[config.mk]
export PLATFORM = sky130hd
export DESIGN_NAME = sync_fifo_core
export DESIGN_NICKNAME = d
export VERILOG_FILES = /design/src/rtl/sync_fifo_core.sv
export SDC_FILE = /design/constraint.sdc
export NUM_CORES = 2
export LEC_CHECK = 0
export CAP_MARGIN = 0
export CORE_MARGIN = 8
export CORE_UTILIZATION = 65
export DETAILED_ROUTE_END_ITERATION = 6
export PLACE_DENSITY = 0.79
export SETUP_SLACK_MARGIN = 0.5
export SKIP_LAST_GASP = 1
export SYNTH_ARGS = -nofsm -noshare
export SYNTH_HDL_FRONTEND = slang
export SYNTH_SLANG_ARGS = --single-unit
[constraint.sdc]
create_clock -name wclk -period 11.5 [get_ports wclk]
set_input_delay 2.3 -clock wclk [delete_from_list [all_inputs] [get_ports wclk]]
set_output_delay 2.3 -clock wclk [all_outputs]
set_load 0.005 [all_outputs]
[src/rtl/sync_fifo_core.sv]
`default_nettype none
// ============================================================================
// Module   : sync_fifo_core
// Purpose  : Single-clock FIFO with registered read data and valid strobe,
//            full/empty/almost flags, occupancy count and sticky error capture.
// Revision : 1.0 - initial release
// ============================================================================
module sync_fifo_core #(
    parameter int WORDSIZE = 8,
    parameter int ADDRSIZE = 8,
    parameter int AF_LEVEL = 2**ADDRSIZE - 2,
    parameter int AE_LEVEL = 2
) (
    input  logic                wclk,
    input  logic                wrst,
    input  logic                winc,
    input  logic [WORDSIZE-1:0] wdata,
    input  logic                rinc,
    input  logic                clr_err,
    output logic [WORDSIZE-1:0] rdata,
    output logic                rvalid,
    output logic                wfull,
    output logic                rempty,
    output logic                walmost_full,
    output logic                ralmost_empty,
    output logic [ADDRSIZE:0]   count,
    output logic                overflow,
    output logic                underflow
);

    localparam int              c_DEPTH = 2**ADDRSIZE;
    localparam logic [ADDRSIZE:0] c_AF  = (ADDRSIZE+1)'(AF_LEVEL);
    localparam logic [ADDRSIZE:0] c_AE  = (ADDRSIZE+1)'(AE_LEVEL);
    localparam logic [ADDRSIZE:0] c_ONE = (ADDRSIZE+1)'(1);

    logic [WORDSIZE-1:0] mem_q [c_DEPTH];

    logic [ADDRSIZE:0]   wptr_q, wptr_d;
    logic [ADDRSIZE:0]   rptr_q, rptr_d;
    logic [WORDSIZE-1:0] rdata_q, rdata_d;
    logic                rvalid_q, rvalid_d;
    logic                overflow_q, overflow_d;
    logic                underflow_q, underflow_d;

    logic                w_wr_en;
    logic                w_rd_en;
    logic [ADDRSIZE:0]   w_count;
    logic                w_full;
    logic                w_empty;

    // Flags decode only from registered pointers, never from the requests.
    assign w_count = wptr_q - rptr_q;
    assign w_empty = (wptr_q == rptr_q);
    assign w_full  = (wptr_q[ADDRSIZE] != rptr_q[ADDRSIZE]) &&
                     (wptr_q[ADDRSIZE-1:0] == rptr_q[ADDRSIZE-1:0]);

    assign w_wr_en = winc && !w_full;
    assign w_rd_en = rinc && !w_empty;

    always_comb begin
        wptr_d      = wptr_q;
        rptr_d      = rptr_q;
        rdata_d     = rdata_q;
        rvalid_d    = 1'b0;
        overflow_d  = overflow_q;
        underflow_d = underflow_q;

        if (w_wr_en) begin
            wptr_d = wptr_q + c_ONE;
        end
        if (w_rd_en) begin
            rptr_d   = rptr_q + c_ONE;
            rdata_d  = mem_q[rptr_q[ADDRSIZE-1:0]];
            rvalid_d = 1'b1;
        end

        // A new offence beats a concurrent clear.
        if (clr_err) begin
            overflow_d  = 1'b0;
            underflow_d = 1'b0;
        end
        if (winc && w_full) begin
            overflow_d = 1'b1;
        end
        if (rinc && w_empty) begin
            underflow_d = 1'b1;
        end
    end

    always_ff @(posedge wclk) begin
        if (wrst) begin
            wptr_q      <= '0;
            rptr_q      <= '0;
            rdata_q     <= '0;
            rvalid_q    <= 1'b0;
            overflow_q  <= 1'b0;
            underflow_q <= 1'b0;
        end else begin
            wptr_q      <= wptr_d;
            rptr_q      <= rptr_d;
            rdata_q     <= rdata_d;
            rvalid_q    <= rvalid_d;
            overflow_q  <= overflow_d;
            underflow_q <= underflow_d;
        end
    end

    // Storage is not reset; a write during reset is simply dropped.
    always_ff @(posedge wclk) begin
        if (!wrst && w_wr_en) begin
            mem_q[wptr_q[ADDRSIZE-1:0]] <= wdata;
        end
    end

    assign rdata         = rdata_q;
    assign rvalid        = rvalid_q;
    assign wfull         = w_full;
    assign rempty        = w_empty;
    assign walmost_full  = (w_count >= c_AF);
    assign ralmost_empty = (w_count <= c_AE);
    assign count         = w_count;
    assign overflow      = overflow_q;
    assign underflow     = underflow_q;

endmodule
`default_nettype wire

* Word-level counts from Yosys, hierarchy flattened *
Memories as Yosys holds them, arrays and structs flattened. A register that Yosys moved wholly into a read port is not among the register bits.
Cells that the tools add are included.

cells by class
  bitwise logic cells = 0
  reductions and logical operators = 11
  multiplexer cells = 6
  multipliers = 0
  shift operators = 0
  div/mod/pow operators = 0
  $lt $le $gt $ge = 2
  eq/ne operators = 3
  add/sub/neg operators = 3

operator list
  operator                                                                             number
  9-bit by 1-bit adder with 9-bit output, second input constant                        2
  9-bit equality test                                                                  1
  9-bit by 8-bit greater-or-equal comparator with 1-bit output, second input constant  1
  9-bit by 2-bit less-or-equal comparator with 1-bit output, second input constant     1
  9-bit subtractor                                                                     1
  8-bit equality test                                                                  1
  1-bit logical AND                                                                    6
  1-bit two-way mux                                                                    6
  2-bit nonzero test                                                                   2
  1-bit zero test                                                                      3
  1-bit inequality test                                                                1

word-level totals
  input port bits = 13
  ROM bits = 0
  bits in writable memories = 2048
  bits in latches = 0
  register bits after elaboration = 21
  memories kept = 1
  output and inout port bits = 24

memories
  memory  words  width  read ports  clocked after Yosys merged registers in  write ports  line  text
  mem_q   256    8      1           1                                        1            36    logic [WORDSIZE-1:0] mem_q [c_DEPTH];

* Logic depth before layout (Yosys ltp) *
  word-level depth = 7
  gate-level depth with buffers = 15

* Worst setup path after synthesis *
Ideal clock, no wire load.

  kind = flip-flop to output port
  start point = register rptr_q[2]
  end point = output port ralmost_empty
  path buffers = 3
  stages on the path, launching flop included = 13
  slack = 6.003 ns
  data required time = 9.200 ns
  data arrival time = 3.197 ns
  path through = dfxtp_1 -> buf_4 -> inv_2 -> buf_2 -> clkbuf_1 -> ha_1 -> nor2b_1 -> o21ai_0 -> a21oi_1 -> a211oi_1 -> xor2_1 -> or4_1 -> a2111oi_0

between the ends
  longest elaborated chain between the ends = 2

ends and longest elaborated chain
  item                                                       line  text
  start, declared                                            39    logic [ADDRSIZE:0] rptr_q, rptr_d;
  start signal, assigned                                     100   rptr_q <= rptr_d;
  9-bit subtractor                                           52    assign w_count = wptr_q - rptr_q;
  via count[8]                                               26    output logic [ADDRSIZE:0] count,
  9-bit by 2-bit less-or-equal comparator with 1-bit output  120   assign ralmost_empty = (w_count <= c_AE);
  end, declared                                              25    output logic ralmost_empty,

The timed path passes the listed nets, and every way through them passes these cells.

* Final worst setup path *
  start point = register rptr_q[2]
  end point = output port ralmost_empty

between the ends
  longest elaborated chain between the ends = 2

ends and longest elaborated chain
  item                                                       line
  9-bit subtractor                                           52
  9-bit by 2-bit less-or-equal comparator with 1-bit output  120

Every way passes these cells.

==> flow_metrics.env <==
export IMPL_synth_cell_types=80
export IMPL_wirelength_um=216900
export IMPL_synthFlopType="edfxtp_1"
export IMPL_ys_seq_area_frac=0.7608
export IMPL_netlist_area_sq_um=81600
export IMPL_violations="max-capacitance violations, max-slew violations"
export IMPL_rsz0062_at_grt="no"
export IMPL_clock_sinks=2077
export IMPL_multiInputGateArea_sq_um=17890
export IMPL_grt_use_total=0.3157
export IMPL_die_area_sq_um=137100
export IMPL_maxSlewViolCount=2
export IMPL_core_area_sq_um=125100
export IMPL_grt_pass1_wl_um=306100
export IMPL_async_flop_share=0
export IMPL_drtIter0Drc=7173
export IMPL_drv_cap=1
export IMPL_layout_drive_gt1_share=0.2046
export IMPL_min_period_ps=8180
export IMPL_worstPathArrival_ps=5880
export IMPL_critPathLaunchType="flop"
export IMPL_cp_max_fo=19
export IMPL_setup_viol=0
export IMPL_cts_made_buffers=193
export IMPL_fillers=7026
export IMPL_syn_to_final_growth_pct=9.637
export IMPL_max_slew_margin=-0.07823
export IMPL_status="finished with violations"
export IMPL_portBuffers=36
export IMPL_cp_required_ps=9200
export IMPL_nets=4078
export IMPL_synth_nets=3991
export IMPL_synth_area_leaders="edfxtp_1 (75%), mux4_2 (12%), mux2i_1 (2.1%)"
export IMPL_synth_top_area_frac=0.7536
export IMPL_htreeDepth=4
export IMPL_boundaryPins=37
export IMPL_dp_hpwl_um=128000
export IMPL_clock_path_buffers=3
export IMPL_yosysWarningCount=0
export IMPL_drt_pass1_iterations=7
export IMPL_ys_ff_latch=2077
export IMPL_postCtsSetupBuffers=0
export IMPL_fin_crit_sh=0.7113
export IMPL_ctsResizeCount=0
export IMPL_cts_tree="done"
export IMPL_place_area_sq_um=83270
export IMPL_grt_max_degree=123
export IMPL_synth_edf_count=2048
export IMPL_fp_dieH_um=370.3
export IMPL_antenna_left=0
export IMPL_setup_tns_ps=0
export IMPL_fin_area_sq_um=89470
export IMPL_grt_pass1_vias=41930
export IMPL_vias=42630
export IMPL_fmax_ghz=0.1223
export IMPL_utilization=0.7153
export IMPL_place_worst_setup_slack_ps=4336
export IMPL_min_path_type="flop to flop"
export IMPL_initial_utilization=0.6524
export IMPL_gp_congestion=0.9930
export IMPL_pwr_density_cell_nw_per_um2=184.0
export IMPL_rows=130
export IMPL_synth_area_per_cell_sq_um=20.59
export IMPL_register_area_sq_um=62100
export IMPL_drc_errors=0
export IMPL_netlist_top_cells_count="edfxtp_1 (2,048), mux4_2 (444), nor2_1 (319)"
export IMPL_crit_type="flop to output pin"
export IMPL_hold_buffers=0
export IMPL_die_x_um=370.3
export IMPL_worstSkewPairLatency_ps=820
export IMPL_path_clk_slew_ps=70
export IMPL_grt_ovfl_total=0
export IMPL_synth_top_cell_by_area="edfxtp_1"
export IMPL_wl_per_cell_um=36.98
export IMPL_antenna_found_initial=6
export IMPL_finClkSkew_ps=29.11
export IMPL_leakagePower_nw=27.08
export IMPL_hold_viol=0
export IMPL_viasPerCell=7.269
export IMPL_timing_final_ws_setup_ps=3320
export IMPL_end_kind="output pin"
export IMPL_worst_slew_pin_slew_ps=1577
export IMPL_netlist_instances=3964
export IMPL_cts_root_buffer="clkbuf_16"
export IMPL_yosysMostFrequentCell="edfxtp_1"
export IMPL_ir_drop_mv=0.1730
-- per-stage QoR --
stage | cells | hold WS (ps) | power, mW
after floorplan | 3964 | 492.0 | 9.746
after global placement | 5506 | 519.6 | 10.25
after detailed placement | 5506 | 523.2 | 10.27
after CTS | 5858 | 546.7 | 16.45
after global routing | 5859 | 575.5 | 16.81
final | 5865 | 547.7 | 16.46
-- worst paths after layout --
path | start | end | slack, ps | depth (start not counted)
min | rptr_q[8] | rptr_q[8] | 550 | 2
max reg2reg | rptr_q[0] | rdata[1] | 5840 | 10
max | rptr_q[2] | ralmost_empty | 3320 | 11
min reg2reg | rptr_q[8] | rptr_q[8] | 550 | 2
-- where the power goes --
part	total (mW)	leakage [nW]	internal [mW]	switching [mW]
registers	8.37	18.6	8.33	0.0487
logic	1.77	5.40	0.769	1.00
clock network	6.31	3.03	3.54	2.77
-- per-layer routing --
layer / track usage / vias to the layer above / routed length, um
met1: 0.4237 / 21730 / 74360
met2: 0.4677 / 3539 / 98140
li1: - / 16640 / -
met5: 0 / - / 27
met4: 0.1634 / 4 / 13570
met3: 0.1052 / 722 / 30780
-- cell usage in the layout, fill, tap and decap left out, types with 18 or more instances in the layout --
cell type,instances
clkbuf_1,37
clkdlybuf4s50_1,28
o21ai_0,36
bufinv_16,18
nor2b_1,20
edfxtp_1,2048
clkinv_1,43
nor2_1,316
a21oi_1,72
clkinv_2,41
nand3_1,33
dfxtp_1,24
nand2_1,110
mux2i_1,175
o221ai_1,18
o22ai_1,36
a221oi_1,24
buf_4,87
clkbuf_16,197
a22oi_1,67
a211oi_1,20
mux4_2,444
-- registers in the layout, indices dropped and copies added (netlist names) --
register / flops
underflow: 1
overflow: 1
rptr_q: 9
rdata: 8
mem_q: 2048
rvalid: 1
wptr_q: 9
-- layout make-up --
class,count,share of cell area
timing repair buffer,128,0.01278
inverter,19,0.0008391
clock buffer,234,0.05665
tap,1650,0.02308
multi-input combinational,1632,0.1999
antenna,7,0.0001958
sequential,2077,0.6941
clock inverter,118,0.01245
-- kinds of logic after synthesis --
family          Yosys count  share of synthesized area
simple gates            572                    0.03037
xor+xnor                 18                   0.001932
fa+ha+maj                14                   0.002239
mux                     646                     0.1505
compound gates          382                    0.03315
buf+inv                 255                    0.02105
flops                  2077                     0.7608
-- critical path, cell delays in order, from the launching register on --
cell and delay (ps):
dfxtp_4 540, clkinv_2 430, ha_1 490, nor2b_1 140, o21ai_0 260, a21oi_1 120, a211oi_1 300, xor2_1 190
or4_1 510, a2111oi_0 1290, buf_4 260, clkdlybuf4s50_1 500
Power figures use the tool's default switching activity.
